<file path="config.mk">
export PLATFORM = sky130hd
export DESIGN_NAME = hdr_dispatch_flat
export DESIGN_NICKNAME = d
export VERILOG_FILES = /design/src/rtl/hdr_dispatch_if.sv /design/src/rtl/hdr_dispatch.sv /design/src/flat_wrapper.sv
export SDC_FILE = /design/constraint.sdc
export NUM_CORES = 1
export LEC_CHECK = 0
export ABC_AREA = 1
export CAP_MARGIN = 20
export CORE_ASPECT_RATIO = 0.9
export CORE_MARGIN = 2
export CORE_UTILIZATION = 47
export CTS_CLUSTER_SIZE = 24
export DETAILED_ROUTE_END_ITERATION = 10
export GPL_TIMING_DRIVEN = 0
export HOLD_SLACK_MARGIN = 0.02
export PLACE_DENSITY = 0.77
export SYNTH_ARGS = -nofsm -noshare
export SYNTH_HDL_FRONTEND = slang
export SYNTH_SLANG_ARGS = --single-unit
</file>
<file path="constraint.sdc">
create_clock -name i_sys_clk -period 1.9 [get_ports i_sys_clk]
set_input_delay 0.38 -clock i_sys_clk [delete_from_list [all_inputs] [get_ports i_sys_clk]]
set_output_delay 0.38 -clock i_sys_clk [all_outputs]
set_load 0.1 [all_outputs]
</file>
<file path="src/rtl/hdr_dispatch_if.sv">
// Command/engine bundle between the i3c engine, hdr_dispatch and its sub-engines.
// slave = dispatcher view, master = driver (i3c engine / bench) view.
interface hdr_dispatch_if #(
  parameter int NUM_ENG = 3,
  parameter int ADDR_W  = 12
);
  localparam int SEL_W = $clog2(NUM_ENG);

  logic               i_hdr_en;
  logic               i_cmd_valid;
  logic [SEL_W-1:0]   i_cmd_sel;
  logic               i_cmd_toc;
  logic [2:0]         i_mode;
  logic [NUM_ENG-1:0] i_eng_done;
  logic               o_cmd_ready;
  logic [NUM_ENG-1:0] o_eng_en;
  logic [ADDR_W-1:0]  o_regf_addr_special;
  logic               o_hdr_done;
  logic [1:0]         o_err_code;
  logic               o_busy;

  modport slave (
    input  i_hdr_en, i_cmd_valid, i_cmd_sel, i_cmd_toc, i_mode, i_eng_done,
    output o_cmd_ready, o_eng_en, o_regf_addr_special, o_hdr_done, o_err_code, o_busy
  );

  modport master (
    output i_hdr_en, i_cmd_valid, i_cmd_sel, i_cmd_toc, i_mode, i_eng_done,
    input  o_cmd_ready, o_eng_en, o_regf_addr_special, o_hdr_done, o_err_code, o_busy
  );
endinterface

</file>
<file path="src/rtl/hdr_dispatch.sv">
// HDR command dispatcher: routes each accepted command to one sub-engine,
// inserts a dummy pass on engine 0 when leaving a CCC for another engine,
// and reports completion status with a one-cycle done pulse.
module hdr_dispatch #(
  parameter int NUM_ENG    = 3,
  parameter int ADDR_W     = 12,
  parameter int IDLE_ADDR  = 1000,
  parameter int DUMMY_ADDR = 450,
  parameter int HDR_MODE   = 6,
  parameter int TO_CYC     = 255
) (
  input logic           i_sys_clk,
  input logic           i_sys_rst_n,
  hdr_dispatch_if.slave bus
);
  localparam int SEL_W   = $clog2(NUM_ENG);
  localparam int TO_W    = $clog2(TO_CYC + 1);
  localparam int TO_M1   = TO_CYC - 1;

  localparam logic [SEL_W:0]       ENG_LIM = NUM_ENG[SEL_W:0];
  localparam logic [2:0]           MODE_L  = HDR_MODE[2:0];
  localparam logic [ADDR_W-1:0]    A_IDLE  = IDLE_ADDR[ADDR_W-1:0];
  localparam logic [ADDR_W-1:0]    A_DUMMY = DUMMY_ADDR[ADDR_W-1:0];
  localparam logic [TO_W-1:0]      TO_LAST = TO_M1[TO_W-1:0];
  localparam logic [TO_W-1:0]      TO_MAX  = TO_CYC[TO_W-1:0];
  localparam logic [NUM_ENG-1:0]   ONE     = {{(NUM_ENG-1){1'b0}}, 1'b1};

  typedef enum logic [2:0] {S_IDLE, S_RUN, S_WAIT_NEXT, S_DUMMY, S_EXIT} state_t;

  state_t             state, state_nxt;
  logic [SEL_W-1:0]   cur_sel, sel_nxt;
  logic               cur_toc, toc_nxt;
  logic [TO_W-1:0]    cnt, cnt_nxt, cnt_inc;
  logic [NUM_ENG-1:0] eng_nxt;
  logic [ADDR_W-1:0]  addr_nxt;
  logic               done_nxt;
  logic [1:0]         err_nxt;
  logic               exit_req;
  logic [1:0]         exit_code;
  logic               mode_bad, accept, sel_ok, done_cur, done_zero, to_hit;

  function automatic logic [NUM_ENG-1:0] onehot(input logic [SEL_W-1:0] s);
    return ONE << s;
  endfunction

  assign mode_bad  = (bus.i_mode != MODE_L);
  assign bus.o_cmd_ready = ((state == S_IDLE) || (state == S_WAIT_NEXT)) &&
                           bus.i_hdr_en && !mode_bad;
  assign bus.o_busy = (state != S_IDLE);
  assign accept    = bus.i_cmd_valid && bus.o_cmd_ready;
  assign sel_ok    = ({1'b0, bus.i_cmd_sel} < ENG_LIM);
  // Only the engine currently owning the bus may complete it.
  assign done_cur  = |(bus.i_eng_done & onehot(cur_sel));
  assign done_zero = bus.i_eng_done[0];
  assign to_hit    = (cnt >= TO_LAST);
  // Saturating increment so a stuck counter can never wrap back below the limit.
  assign cnt_inc   = (cnt == TO_MAX) ? cnt : cnt + 1'b1;

  // Next-state and next-output decode; exit paths funnel through exit_req.
  always_comb begin
    state_nxt = state;
    sel_nxt   = cur_sel;
    toc_nxt   = cur_toc;
    cnt_nxt   = cnt;
    eng_nxt   = bus.o_eng_en;
    addr_nxt  = bus.o_regf_addr_special;
    done_nxt  = 1'b0;
    err_nxt   = bus.o_err_code;
    exit_req  = 1'b0;
    exit_code = 2'd0;
    if (!bus.i_hdr_en) begin
      state_nxt = S_IDLE;
      eng_nxt   = '0;
      addr_nxt  = A_IDLE;
      cnt_nxt   = '0;
    end else begin
      case (state)
        S_IDLE, S_WAIT_NEXT: begin
          if (state == S_WAIT_NEXT && mode_bad) begin
            exit_req  = 1'b1;
            exit_code = 2'd2;
          end else if (accept) begin
            sel_nxt = bus.i_cmd_sel;
            toc_nxt = bus.i_cmd_toc;
            if (!sel_ok) begin
              exit_req  = 1'b1;
              exit_code = 2'd3;
            end else if (state == S_WAIT_NEXT && cur_sel == '0 && bus.i_cmd_sel != '0) begin
              // Leaving the CCC engine: flush with a dummy pass on engine 0 first.
              state_nxt = S_DUMMY;
              eng_nxt   = ONE;
              addr_nxt  = A_DUMMY;
              cnt_nxt   = '0;
            end else begin
              state_nxt = S_RUN;
              eng_nxt   = onehot(bus.i_cmd_sel);
              cnt_nxt   = '0;
            end
          end
        end
        S_RUN: begin
          if (mode_bad) begin
            exit_req  = 1'b1;
            exit_code = 2'd2;
          end else if (done_cur) begin
            if (cur_toc) begin
              exit_req  = 1'b1;
              exit_code = 2'd0;
            end else begin
              state_nxt = S_WAIT_NEXT;
              eng_nxt   = '0;
            end
          end else if (to_hit) begin
            exit_req  = 1'b1;
            exit_code = 2'd1;
          end else begin
            cnt_nxt = cnt_inc;
          end
        end
        S_DUMMY: begin
          if (mode_bad) begin
            exit_req  = 1'b1;
            exit_code = 2'd2;
          end else if (done_zero) begin
            state_nxt = S_RUN;
            eng_nxt   = onehot(cur_sel);
            addr_nxt  = A_IDLE;
            cnt_nxt   = '0;
          end else if (to_hit) begin
            exit_req  = 1'b1;
            exit_code = 2'd1;
          end else begin
            cnt_nxt = cnt_inc;
          end
        end
        S_EXIT:  state_nxt = S_IDLE;
        default: state_nxt = S_IDLE;
      endcase
      if (exit_req) begin
        state_nxt = S_EXIT;
        done_nxt  = 1'b1;
        err_nxt   = exit_code;
        eng_nxt   = '0;
        addr_nxt  = A_IDLE;
        cnt_nxt   = '0;
      end
    end
  end

  // State and registered outputs.
  always_ff @(posedge i_sys_clk or negedge i_sys_rst_n) begin
    if (!i_sys_rst_n) begin
      state                   <= S_IDLE;
      cur_sel                 <= '0;
      cur_toc                 <= 1'b0;
      cnt                     <= '0;
      bus.o_eng_en            <= '0;
      bus.o_regf_addr_special <= A_IDLE;
      bus.o_hdr_done          <= 1'b0;
      bus.o_err_code          <= 2'd0;
    end else begin
      state                   <= state_nxt;
      cur_sel                 <= sel_nxt;
      cur_toc                 <= toc_nxt;
      cnt                     <= cnt_nxt;
      bus.o_eng_en            <= eng_nxt;
      bus.o_regf_addr_special <= addr_nxt;
      bus.o_hdr_done          <= done_nxt;
      bus.o_err_code          <= err_nxt;
    end
  end
endmodule

</file>
<file path="src/flat_wrapper.sv">
// flat-port wrapper written by rule: the top's interface ports become plain ports
module hdr_dispatch_flat 
#(
  parameter int NUM_ENG    = 3,
  parameter int ADDR_W     = 12,
  parameter int IDLE_ADDR  = 1000,
  parameter int DUMMY_ADDR = 450,
  parameter int HDR_MODE   = 6,
  parameter int TO_CYC     = 255
)
  (i_sys_clk, i_sys_rst_n, bus_i_hdr_en, bus_i_cmd_valid, bus_i_cmd_sel, bus_i_cmd_toc, bus_i_mode, bus_i_eng_done, bus_o_cmd_ready, bus_o_eng_en, bus_o_regf_addr_special, bus_o_hdr_done, bus_o_err_code, bus_o_busy);
  hdr_dispatch_if #(.NUM_ENG(NUM_ENG), .ADDR_W(ADDR_W)) bus_i ();
  input logic i_sys_clk;
  input logic i_sys_rst_n;
  input wire logic [$bits(bus_i.i_hdr_en)-1:0] bus_i_hdr_en;
  input wire logic [$bits(bus_i.i_cmd_valid)-1:0] bus_i_cmd_valid;
  input wire logic [$bits(bus_i.i_cmd_sel)-1:0] bus_i_cmd_sel;
  input wire logic [$bits(bus_i.i_cmd_toc)-1:0] bus_i_cmd_toc;
  input wire logic [$bits(bus_i.i_mode)-1:0] bus_i_mode;
  input wire logic [$bits(bus_i.i_eng_done)-1:0] bus_i_eng_done;
  output wire logic [$bits(bus_i.o_cmd_ready)-1:0] bus_o_cmd_ready;
  output wire logic [$bits(bus_i.o_eng_en)-1:0] bus_o_eng_en;
  output wire logic [$bits(bus_i.o_regf_addr_special)-1:0] bus_o_regf_addr_special;
  output wire logic [$bits(bus_i.o_hdr_done)-1:0] bus_o_hdr_done;
  output wire logic [$bits(bus_i.o_err_code)-1:0] bus_o_err_code;
  output wire logic [$bits(bus_i.o_busy)-1:0] bus_o_busy;
  assign bus_i.i_hdr_en = bus_i_hdr_en;
  assign bus_i.i_cmd_valid = bus_i_cmd_valid;
  assign bus_i.i_cmd_sel = bus_i_cmd_sel;
  assign bus_i.i_cmd_toc = bus_i_cmd_toc;
  assign bus_i.i_mode = bus_i_mode;
  assign bus_i.i_eng_done = bus_i_eng_done;
  assign bus_o_cmd_ready = bus_i.o_cmd_ready;
  assign bus_o_eng_en = bus_i.o_eng_en;
  assign bus_o_regf_addr_special = bus_i.o_regf_addr_special;
  assign bus_o_hdr_done = bus_i.o_hdr_done;
  assign bus_o_err_code = bus_i.o_err_code;
  assign bus_o_busy = bus_i.o_busy;
  hdr_dispatch #(.NUM_ENG(NUM_ENG), .ADDR_W(ADDR_W), .IDLE_ADDR(IDLE_ADDR), .DUMMY_ADDR(DUMMY_ADDR), .HDR_MODE(HDR_MODE), .TO_CYC(TO_CYC)) u_core (.i_sys_clk(i_sys_clk), .i_sys_rst_n(i_sys_rst_n), .bus(bus_i));
endmodule
</file>
After elaboration in Yosys (flattened, before gate mapping)
Index checks and enable logic that the tools add are counted.
{"block": "classes", "n_addsub": 1, "n_mul": 0, "div": 0, "order_cmp": 2, "eq_ne": 17, "shifts": 2, "mux": 67, "bitwise_logic": 2, "n_reduce_logical": 20}
{"operator": "12-bit 2-to-1 mux", "n": 8}
{"operator": "8-bit 2-to-1 mux", "n": 11}
{"operator": "3-bit 2-to-1 mux", "n": 21}
{"operator": "12-bit one-hot mux with 2 select lines", "n": 1}
{"operator": "8-bit one-hot mux with 3 select lines", "n": 1}
{"operator": "4-bit inequality test, second input constant", "n": 5}
{"operator": "3-bit one-hot mux with 3 select lines", "n": 2}
{"operator": "4-bit by 2-bit inequality test with 1-bit output, second input constant", "n": 4}
{"operator": "1-bit 2-to-1 mux", "n": 14}
{"operator": "2-bit 2-to-1 mux", "n": 7}
{"operator": "7-bit AND reduction", "n": 2}
{"operator": "9-bit AND reduction", "n": 1}
{"operator": "8-bit by 1-bit adder with 8-bit output, second input constant", "n": 1}
{"operator": "8-bit == test, second input constant", "n": 1}
{"operator": "8-bit >= comparator, second input constant", "n": 1}
{"operator": "8-bit AND reduction", "n": 1}
{"operator": "3-bit by 2-bit == test with 1-bit output, second input constant", "n": 2}
{"operator": "1-bit logical AND", "n": 6}
{"operator": "2-bit one-hot mux with 3 select lines", "n": 1}
{"operator": "1-bit by 2-bit << shifter with 3-bit output, first input constant", "n": 2}
{"operator": "5-bit by 1-bit inequality test with 1-bit output, second input constant", "n": 1}
{"operator": "4-bit by 1-bit inequality test with 1-bit output, second input constant", "n": 1}
{"operator": "4-bit by 3-bit inequality test with 1-bit output, second input constant", "n": 1}
{"operator": "4-bit AND reduction", "n": 1}
{"operator": "other kinds (15)", "n": 15}
{"block": "totals", "ff_bits": 32, "latchBits": 0, "ram_bits": 0, "romBits": 0, "inputBits": 13, "out_inout_bits": 20, "word_cells": 119, "mem_count": 0}

Logic depth before layout (Yosys ltp)
Gate-level depths: netlist (run 1).
{"block": "depth", "word_depth": 11, "mapped_depth": 14, "mapped_depth_nobuf": 14}

Least setup slack after synthesis (run 1)
Ideal clock, no wire load.
{"block": "synth_path", "path_type": "flip-flop to output port", "start": "register u_core.state[0]", "end": "output bus_o_cmd_ready", "arrival_time_ps": 2591, "required_time_ps": 1520, "slack_ps": -1071, "path_stages_with_launch": 6, "n_path_buf": 0, "path_cell_list": "dfrtp_1 inv_1 nand3_2 nand2_2 nand2_1 nor2_1"}
{"block": "synth_between", "elab_chain_len": 4, "elab_cells_between_ends": 5, "cone_classes": "eq/ne: 1; reduce/logical: 4"}
{"element": "start: declaration", "line": "hdr_dispatch.sv:30", "source": "state_t state, state_nxt;"}
{"element": "start signal: assignment", "line": "hdr_dispatch.sv:162", "source": "state <= state_nxt;"}
{"element": "3-bit by 2-bit == test with 1-bit output / 3-bit logical NOT (equally long branches)", "line": "hdr_dispatch.sv:47", "source": "assign bus.o_cmd_ready = ((state == S_IDLE) || (state == S_WAIT_NEXT)) &&"}
{"element": "1-bit logical OR *", "line": "hdr_dispatch.sv:47"}
{"element": "1-bit logical AND *", "line": "hdr_dispatch.sv:47"}
{"element": "1-bit logical AND *", "line": "hdr_dispatch.sv:48", "source": "bus.i_hdr_en && !mode_bad;"}
{"element": "end: declaration", "line": "flat_wrapper.sv:21", "source": "output wire logic [$bits(bus_i.o_cmd_ready)-1:0] bus_o_cmd_ready;"}
Mark *: on every way between the ends. The rest lies on a longest branch, timed or not.

Final worst setup path (run 1)
{"block": "layout_path", "start": "input bus_i_eng_done[0]", "end": "register u_core.cnt[5]"}
{"block": "layout_between", "elab_chain_len": 8, "elab_cells_between_ends": 21, "cone_classes": "eq/ne: 7; mux: 11; bitwise: 1; reduce/logical: 2"}
{"element": "start: declaration", "line": "flat_wrapper.sv:20", "source": "input wire logic [$bits(bus_i.i_eng_done)-1:0] bus_i_eng_done;"}
{"element": "3-bit bitwise AND", "line": "hdr_dispatch.sv:53", "source": "assign done_cur = |(bus.i_eng_done & onehot(cur_sel));"}
{"element": "3-bit OR reduction", "line": "hdr_dispatch.sv:53"}
{"element": "1-bit 2-to-1 mux", "line": "hdr_dispatch.sv:105", "source": "end else if (done_cur) begin"}
{"element": "1-bit 2-to-1 mux", "line": "hdr_dispatch.sv:102", "source": "if (mode_bad) begin"}
{"element": "1-bit one-hot mux with 3 select lines", "line": "hdr_dispatch.sv:77", "source": "case (state)"}
{"element": "1-bit 2-to-1 mux", "line": "hdr_dispatch.sv:71", "source": "if (!bus.i_hdr_en) begin"}
{"element": "5-bit by 1-bit inequality test with 1-bit output (no source line) (tied with other cells)"}
{"element": "7-bit AND reduction (no source line) / 8-bit 2-to-1 mux (equally long branches)"}
{"element": "end signal: assignment", "line": "hdr_dispatch.sv:165", "source": "cnt <= cnt_nxt;"}
{"element": "end: declaration", "line": "hdr_dispatch.sv:33", "source": "logic [TO_W-1:0] cnt, cnt_nxt, cnt_inc;"}
Parallel ways exist; a longest one is shown, timed or not. The select of a mux whose other input is x is not followed.
A chain may end at the register's enable or synchronous reset.

==> results.py, run 1 <==
metrics = {
    "sta": {
        "fmax_ghz": 0.5110,
        "worst_slew_pin_slew_ps": 984.0,
        "finClkSkew_ps": 2.307,
        "period_share": 1.030,
        "setup_slack_ps": -57.00,
        "finalCriticalPeriod_ps": 1957,
        "slew_viol_final": 0,
        "slew_headroom": 0.3419,
        "hold_viol_final": 0,
        "setup_viol": 11,
        "rsz0062_at_grt": "yes",
    },
    "route": {
        "drt_wl_total_mm": 4.085,
        "postRouteAntennaNets": 0,
        "wl_per_cell_microns": 13.14,
        "drcViolationCount": 0,
        "via_per_inst": 5.199,
        "dr.first_iter.drc_count": 77,
        "vias": 1617,
        "drt_first_pass_iters": 4,
    },
    "grt": {
        "antenna_found_initial": 0,
        "grt.overflow.total": 0,
        "grt_max_degree": 23,
        "first_global_vias": 1527,
        "grt_pass1_wl_mm": 6.858,
        "grt.total_usage": 0.2268,
    },
    "flow_run": {
        "maxCapViolations": 0,
    },
    "layout": {
        "final_common_cell": "nand2_1",
        "nNetsFinal": 283,
        "final_cell_mix": "nand2_1, buf_4, dfrtp_1",
        "fillers": 269,
        "diodes": 0,
        "final_layout_size_suffix_gt1_frac": 0.3483,
        "areaGrowthSynthToFinish_pct": 40.32,
    },
    "yosys": {
        "synth_seq_area_share": 0.3323,
        "synth_seq_cells": 22,
        "syn_area_sq_um": 1660,
        "synth_edf_count": 0,
        "async_reset_ff_frac": 1.000,
        "syn_inst": 217,
        "synth_top_area_frac": 0.3165,
        "synth.distinct_cells": 37,
        "synth_flop_cell": "dfrtp_1",
        "synth_area_leader_cell": "dfrtp_1",
        "ys_warn_count": 0,
        "syn_area_per_cell_sq_um": 7.651,
        "synth_area_leaders": "dfrtp_1, nand2_1, inv_1, buf_4, o21ai_2",
    },
    "cts": {
        "cts.sinks": 22,
        "cts_tree": "yes",
        "numCtsBuffers": 3,
        "clkLatencyLatePin_ps": 260,
        "clk_pin_slew_worst_paths_ps": 80,
        "cts_buffer_depth": 2,
        "root_buffer": "clkbuf_8",
        "hold_buffers": 0,
        "htreeDepth": 1,
    },
    "floorplan": {
        "initial_core_util": 0.4915,
        "boundaryPins": 33,
        "rows": 20,
        "core_sq_um": 3378,
        "die_y_microns": 60.39,
        "die_area_sq_um": 4025,
        "die_w_microns": 66.65,
    },
    "critical_path": {
        "worstPathArrival_ps": 2120,
        "crit_type": "input pin to register",
        "cp_slowest_stage_delay_ps": 470,
        "start_kind": "input pin",
        "cpLargestDelayFamily": "simple AND/OR/NAND/NOR gates",
        "cp-end-kind": "register",
        "path_buf_inv": 2,
        "required_ps": 2060,
        "cp_cell_sequence": "clkdlybuf4s50_1 > nand2_1 > nand3_2 > nand2_1 > nand3_2 > nand2_2 > nand2_4 > nand4_1 > nand3_4 > buf_6 > nand2_2 > o21ai_2",
        "path_max_fanout": 7,
        "slowest_stage": "clkdlybuf4s50_1",
    },
    "run_status": {
        "status": "finished with violations",
        "violations": "setup timing",
    },
    "placed_design": {
        "gp_congestion": 0.8419,
        "portBuffers": 23,
        "dp_hpwl_mm": 2.648,
        "post-place-ws_ps": -849.6,
    },
    "power": {
        "power_density_nw_per_um2": 1541,
        "power_mw": 3.591,
        "p_leak_nw": 1.187,
        "vdd_drop_max_uv": 1097,
    },
    "hold_path": {
        "hp-class": "register to register",
    },
}
[synthesized netlist by cell type (2+ instances only)]
| master | number |
|---|---|
| nor4_1 | 2 |
| o31ai_1 | 2 |
| or2_1 | 4 |
| nor3_1 | 6 |
| o21ai_1 | 2 |
| xor2_1 | 2 |
| nand2_2 | 2 |
| nand4_1 | 6 |
| nand4_4 | 2 |
| nand2_1 | 48 |
| nand3_4 | 2 |
| inv_2 | 5 |
| buf_4 | 10 |
| a21oi_1 | 5 |
| inv_1 | 23 |
| o21ai_0 | 11 |
| ha_1 | 2 |
| nand3_2 | 4 |
| nand3_1 | 13 |
| dfrtp_1 | 21 |
| conb_1 | 2 |
| a32oi_1 | 2 |
| nor2_1 | 18 |
| o21ai_2 | 8 |
| nor2_2 | 3 |
[what timing repair did]
action	in CTS	in global routing
gates resized for setup	49	15
cloned	1	0
endpoints found under the setup margin	29	20
buffers inserted	13	3
pin swaps	12	10
[report_power, final]
group,switching (mW),internal [mW]
registers,0.0999,0.603
clock network,0.155,0.185
logic,1.78,0.763
[cell type report]
class	instances	area (sq um)	share of cell area
inverter	28	107.6	0.04619
tap	44	55.05	0.02363
multi-input combinational	161	1064	0.4565
buffer	12	95.09	0.04082
sequential	22	553.0	0.2374
clock buffer	4	55.05	0.02363
timing repair buffer	40	400.4	0.1719
[tightest hold or removal path, stage by stage (launching register included)]
cell and delay (ps):
dfrtp_1 350, nand2_1 50, nand2_1 40
[flip-flops by register name (all words and copies together) (netlist names)]
signal                          flops
u_core.cur_sel                      2
u_core.bus.o_eng_en                 3
u_core.state                        3
u_core.bus.o_hdr_done               1
u_core.cur_toc                      1
u_core.bus.o_regf_addr_special      2
u_core.bus.o_err_code               2
u_core.cnt                          8
[per-stage QoR]
step                      instances    util  TNS, ps  cell area [sq um]  hold slack, ps
after global placement          290  0.5885    -9689               1988           458.4
after floorplan                 223       -   -643.0               1703           84.41
after global routing            311  0.6896    -2261               2330           506.3
after CTS                       308  0.6633   -181.7               2241           475.2
after detailed placement        290  0.5885   -10180               1988           461.4
final                           311  0.6896   -355.0               2330           470.9
[final timing paths]
| kind | startpoint | end | slack (ps) | depth (start not counted) |
|---|---|---|---|---|
| hold reg to reg | u_core.bus.o_regf_addr_special[1] | u_core.bus.o_regf_addr_special[1] | 470 | 2 |
| setup / recovery | bus_i_eng_done[0] | u_core.cnt[5] | -60 | 12 |
| max in group asynchronous | i_sys_rst_n | u_core.state[0] | 590 | 1 |
| hold / removal | u_core.bus.o_regf_addr_special[1] | u_core.bus.o_regf_addr_special[1] | 470 | 2 |
| setup reg to reg | u_core.state[2] | u_core.cnt[5] | -50 | 13 |
| min in group asynchronous | i_sys_rst_n | u_core.cnt[1] | 650 | 1 |
[kinds of logic (layout without fill, tap and decap cells)]
family | after synthesis | count (layout) | share of synthesized area
xor gates and xnor gates | 2 | 2 | 0.01055
other | 2 | 8 | 0.004523
buffers and inverters | 40 | 84 | 0.1183
AOI/OAI and AO/OA | 34 | 34 | 0.1409
adders and majority gates | 2 | 2 | 0.01507
and+or+nand+nor | 115 | 115 | 0.3783
DFF | 22 | 22 | 0.3323
[metal layers]
| metal | routed length (microns) | vias to the layer above | track usage |
|---|---|---|---|
| li1 | - | 808 | - |
| met1 | 1798 | 746 | 0.3058 |
| met2 | 1970 | 55 | 0.3743 |
| met3 | 231 | 8 | 0.02783 |
| met4 | 84 | 0 | 0.09621 |
| met5 | 0 | - | 0 |
Power figures use the tool's default switching activity.
==> run 2, diff against run 1 <==
--- a/config.mk
+++ b/config.mk
@@ -7,14 +7,17 @@
 export LEC_CHECK = 0
 export ABC_AREA = 1
 export CAP_MARGIN = 20
+export CELL_PAD_IN_SITES_DETAIL_PLACEMENT = 0
+export CELL_PAD_IN_SITES_GLOBAL_PLACEMENT = 1
 export CORE_ASPECT_RATIO = 0.9
 export CORE_MARGIN = 2
-export CORE_UTILIZATION = 47
+export CORE_UTILIZATION = 34
 export CTS_CLUSTER_SIZE = 24
 export DETAILED_ROUTE_END_ITERATION = 10
 export GPL_TIMING_DRIVEN = 0
 export HOLD_SLACK_MARGIN = 0.02
-export PLACE_DENSITY = 0.77
+export PLACE_DENSITY_LB_ADDON = 0.1
+export SKIP_LAST_GASP = 1
 export SYNTH_ARGS = -nofsm -noshare
 export SYNTH_HDL_FRONTEND = slang
 export SYNTH_SLANG_ARGS = --single-unit
==> results.py, run 2 (synthesis gave the netlist of run 1 again) <==
metrics = {
    "layout": {
        "largest_register_ffs": 8,
        "regMostFlops": "u_core.cnt",
        "nNetsFinal": 286,
        "areaGrowthSynthToFinish_pct": 44.69,
        "fillers": 495,
        "ff_latch_area_sq_um": 554.3,
        "top_regs": "u_core.cnt (8), u_core.bus.o_eng_en (3), u_core.state (3)",
        "final_layout_size_suffix_gt1_frac": 0.3593,
        "final_common_cell": "nand2_1",
        "final_cell_mix": "nand2_1, buf_4, inv_1, dfrtp_1, nor2_1",
        "multi_input_area_sq_um": 1086,
        "diodes": 0,
    },
    "cts": {
        "cts.sinks": 22,
        "clk_pin_slew_worst_paths_ps": 80,
        "cts_buffer_depth": 2,
        "numCtsBuffers": 3,
        "htreeDepth": 1,
        "clkLatencyLatePin_ps": 260,
        "cts_tree": "yes",
        "root_buffer": "clkbuf_8",
    },
    "power": {
        "power_density_nw_per_um2": 1515,
        "vdd_drop_max_uv": 625.7,
        "combPwrFrac": 0.717,
        "p_sw_frac": 0.5737,
        "p_leak_nw": 1.166,
        "p_int_mw": 1.552,
        "p_sw_mw": 2.088,
        "seqPwrFrac": 0.200,
        "power_frac_clock": 0.084,
        "power_mw": 3.640,
    },
    "floorplan": {
        "die_w_microns": 77.66,
        "initial_core_util": 0.3477,
        "boundaryPins": 33,
        "core_sq_um": 4775,
        "die_area_sq_um": 5459,
        "rows": 24,
        "die_y_microns": 70.30,
    },
    "critical_path": {
        "path_max_fanout": 6,
        "crit_type": "register to output pin",
        "start_kind": "register",
        "r2r_slack_ps": -20,
        "cp-end-kind": "output pin",
        "worstPathArrival_ps": 1570,
        "reg2reg_to": "u_core.cnt[4]",
        "required_ps": 1520,
        "rr_startpoint": "u_core.cnt[1]",
        "r2r_cells": 12,
    },
    "placed_design": {
        "post-place-ws_ps": -825.6,
        "portBuffers": 23,
        "gp_congestion": 0.7936,
        "dp_hpwl_mm": 3.021,
    },
    "route": {
        "postRouteAntennaNets": 0,
        "vias": 1586,
        "wl_per_cell_microns": 12.60,
        "drt_wl_total_mm": 4.222,
        "drcViolationCount": 0,
        "via_per_inst": 4.734,
        "drt_first_pass_iters": 4,
        "dr.first_iter.drc_count": 71,
    },
    "grt": {
        "grt_pass1_wl_mm": 7.134,
        "grt.overflow.total": 0,
        "antenna_found_initial": 0,
        "grt_max_degree": 23,
        "first_global_vias": 1495,
        "grt.total_usage": 0.1609,
    },
    "run_status": {
        "violations": "setup timing",
        "status": "finished with violations",
    },
    "sta": {
        "slew_headroom": 0.3638,
        "hold_viol_final": 0,
        "worst_slew_pin_slew_ps": 958.1,
        "slew_viol_final": 0,
        "setup_slack_ps": -51.02,
        "setup_viol": 6,
        "finalCriticalPeriod_ps": 1951,
        "fmax_ghz": 0.5126,
        "finClkSkew_ps": 2.219,
        "period_share": 1.027,
        "rsz0062_at_grt": "yes",
    },
    "hold_path": {
        "hp-class": "input pin to asynchronous set/reset pin",
    },
    "flow_run": {
        "maxCapViolations": 0,
    },
}
-- run 2: worst max-delay path, stage by stage (launching register included) --
cell and delay, ps:
dfrtp_2 470, inv_2 120, nand3_4 110, nand2_4 120
nand2_1 90, nor2_4 90, clkbuf_4 320
-- run 2: layer usage --
| layer | up-vias | global-route usage | wire, microns |
|---|---|---|---|
| met5 | - | 0 | 0 |
| met4 | 0 | 0.02778 | 24 |
| met2 | 40 | 0.2433 | 1910 |
| met3 | 4 | 0.03230 | 201 |
| met1 | 728 | 0.2391 | 2085 |
| li1 | 814 | - | - |
-- run 2: layout make-up --
cell class / count / area share
plain buffers: 12 / 0.03958
clock buffers: 4 / 0.01875
inverters: 28 / 0.04896
multi-input cells: 161 / 0.4521
flip-flops and latches: 22 / 0.2307
well taps: 65 / 0.03385
repair buffers: 43 / 0.1760
-- run 2: power groups by stage --
stage,Combinational (mW),Clock (mW),Sequential [mW]
floorplan,1.29,0,1.17
global placement,2.21,0,0.726
detailed placement,2.21,0,0.724
CTS,2.52,0.329,0.718
global route,2.79,0.349,0.744
finish,2.61,0.305,0.727
-- run 2: how the worst max path moves through the flow --
stage / cells past startpoint / start / endpoint
5_1_grt: 6 / u_core.state[0] / bus_o_cmd_ready
3_3_place_gp: 4 / bus_i_mode[2] / bus_o_cmd_ready
4_1_cts: 6 / u_core.state[0] / bus_o_cmd_ready
6_report: 6 / u_core.state[0] / bus_o_cmd_ready
3_5_place_dp: 4 / bus_i_mode[2] / bus_o_cmd_ready
2_1_floorplan: 11 / u_core.state[2] / u_core.cnt[4]
-- run 2: through the flow --
step           cells  instance area (sq um)  TNS, ps  hold WS [ps]  utilization
6_report         335                   2402   -125.5         462.1       0.5031
5_1_grt          335                   2402    -1690         503.9       0.5031
4_1_cts          328                   2301   -608.4         480.3       0.4819
3_5_place_dp     311                   2014   -10380         463.4       0.4219
3_3_place_gp     311                   2014   -10500         458.3       0.4219
2_1_floorplan    223                   1703   -643.0         84.41            -
-- run 2: timing repair --
| action | CTS | global route |
|---|---|---|
| endpoints found under the setup margin | 29 | 23 |
| buffers inserted | 12 | 6 |
| cloned | 1 | 0 |
| hold buffers | 0 | 0 |
| resized for setup | 60 | 19 |
| pin swaps | 17 | 8 |
==> run 3, diff against run 2 <==
--- a/config.mk
+++ b/config.mk
@@ -6,10 +6,11 @@
 export NUM_CORES = 1
 export LEC_CHECK = 0
 export ABC_AREA = 1
+export ABC_CLOCK_PERIOD_IN_PS = 1900
 export CAP_MARGIN = 20
 export CELL_PAD_IN_SITES_DETAIL_PLACEMENT = 0
 export CELL_PAD_IN_SITES_GLOBAL_PLACEMENT = 1
-export CORE_ASPECT_RATIO = 0.9
+export CORE_ASPECT_RATIO = 0.75
 export CORE_MARGIN = 2
 export CORE_UTILIZATION = 34
 export CTS_CLUSTER_SIZE = 24
==> results.py, run 3 (synthesis gave the netlist of run 1 again) <==
metrics = {
    "power": {
        "combPwrFrac": 0.719,
        "seqPwrFrac": 0.187,
        "p_sw_frac": 0.5659,
        "p_int_mw": 1.617,
        "p_leak_nw": 1.195,
        "p_sw_mw": 2.109,
        "power_mw": 3.726,
        "power_density_nw_per_um2": 1560,
        "vdd_drop_max_uv": 1191,
        "power_frac_clock": 0.094,
    },
    "critical_path": {
        "path_max_fanout": 4,
        "crit_type": "register to output pin",
        "r2r_cells": 12,
        "r2r_slack_ps": -60,
        "rr_startpoint": "u_core.cnt[1]",
        "cp-startpoint": "u_core.state[2]",
        "setup.worst_path.end": "bus_o_cmd_ready",
        "cp-end-kind": "output pin",
        "start_kind": "register",
        "worstPathArrival_ps": 1590,
        "reg2reg_to": "u_core.cnt[4]",
        "required_ps": 1520,
    },
    "grt": {
        "grt.total_usage": 0.1658,
        "grt.overflow.total": 0,
        "first_global_vias": 1467,
        "antenna_found_initial": 0,
        "grt_max_degree": 19,
        "grt_pass1_wl_mm": 7.134,
    },
    "sta": {
        "finClkSkew_ps": 3.781,
        "fmax_ghz": 0.5087,
        "hold_viol_final": 0,
        "setup_viol": 16,
        "whs_ps": 345.4,
        "period_share": 1.035,
        "slew_headroom": 0.3607,
        "finalCriticalPeriod_ps": 1966,
        "rsz0062_at_grt": "yes",
        "worst_slew_pin_slew_ps": 962.7,
        "slew_viol_final": 0,
        "setup_slack_ps": -65.82,
    },
    "floorplan": {
        "rows": 21,
        "boundaryPins": 33,
        "initial_core_util": 0.3632,
        "die_y_microns": 64.52,
        "core_sq_um": 4572,
        "die_w_microns": 84.69,
        "die_area_sq_um": 5464,
    },
    "cts": {
        "cts_buffer_depth": 2,
        "htreeDepth": 1,
        "numCtsBuffers": 3,
        "root_buffer": "clkbuf_8",
        "cts_tree": "yes",
        "clk_pin_slew_worst_paths_ps": 90,
        "cts.sinks": 22,
        "clkLatencyLatePin_ps": 270,
    },
    "layout": {
        "largest_register_ffs": 8,
        "areaGrowthSynthToFinish_pct": 43.86,
        "final_common_cell": "nand2_1",
        "final_layout_size_suffix_gt1_frac": 0.3603,
        "top_regs": "u_core.cnt (8), u_core.bus.o_eng_en (3), u_core.state (3)",
        "diodes": 0,
        "nNetsFinal": 288,
        "final_cell_mix": "nand2_1, buf_4, inv_1, dfrtp_1, nor2_1",
        "regMostFlops": "u_core.cnt",
    },
    "run_status": {
        "status": "finished with violations",
        "violations": "setup timing",
    },
    "route": {
        "vias": 1605,
        "wl_per_cell_microns": 13.07,
        "via_per_inst": 4.878,
        "dr.first_iter.drc_count": 125,
        "drt_first_pass_iters": 4,
        "drcViolationCount": 0,
        "postRouteAntennaNets": 0,
        "drt_wl_total_mm": 4.300,
    },
    "hold_path": {
        "hp-class": "input pin to asynchronous set/reset pin",
    },
    "placed_design": {
        "dp_hpwl_mm": 3.008,
        "post-place-ws_ps": -836.1,
        "gp_congestion": 0.7824,
        "portBuffers": 23,
    },
    "flow_run": {
        "maxCapViolations": 0,
    },
}
==> run 3: repair_timing <==
item	4_1_cts	5_1_grt
resized for setup	54	19
hold buffers	0	0
setup buffers	17	3
endpoints found under the setup margin	29	26
cloned	1	0
pin swaps	12	7
==> run 3: worst min-delay path by stage <==
| stage | end |
|---|---|
| 3_5_place_dp | u_core.bus.o_eng_en[1] |
| 6_report | u_core.cnt[3] |
| 2_1_floorplan | u_core.bus.o_eng_en[0] |
| 4_1_cts | u_core.cnt[3] |
| 3_3_place_gp | u_core.bus.o_eng_en[1] |
| 5_1_grt | u_core.cnt[3] |
==> run 3: worst max-delay path, stage by stage, from the launching register on <==
cell	delay, ps
dfrtp_1	400
inv_2	110
buf_4	130
nand3_4	80
nand2_4	100
nand2_1	90
nor2_4	90
clkbuf_4	320
==> run 3: area by class of cell <==
type	count	area [sq um]
fillers	464	2183
flip-flops and latches	22	554.3
inverters	28	112.6
multi-input cells	161	1074
repair buffers	45	421.7
well taps	57	71.32
plain buffers	12	100.1
clock buffers	4	55.05
==> run 3: through the flow <==
stage	utilization	cell area (sq um)	setup TNS, ps	std cells
2_1_floorplan	-	1703	-643.0	223
3_3_place_gp	0.4384	2004	-10440	303
3_5_place_dp	0.4417	2019	-10260	304
4_1_cts	0.5104	2333	-375.2	326
5_1_grt	0.5224	2389	-2906	329
6_report	0.5224	2389	-701.8	329
==> run 3: metal layers <==
metal  vias to the layer above  routed length, microns  global-route usage
li1                        818                       -                   -
met1                       747                    2271              0.2547
met2                        38                    1780              0.2372
met3                         2                     232             0.03949
met4                         0                      16             0.02778
met5                         -                       0                   0
==> run 3: power groups by stage <==
stage / combinational (mW) / clock, mW / sequential [mW]
5_1_grt: 2.85 / 0.388 / 0.721
3_5_place_dp: 2.22 / 0 / 0.717
4_1_cts: 2.59 / 0.372 / 0.694
3_3_place_gp: 2.22 / 0 / 0.723
2_1_floorplan: 1.29 / 0 / 1.17
6_report: 2.68 / 0.351 / 0.697
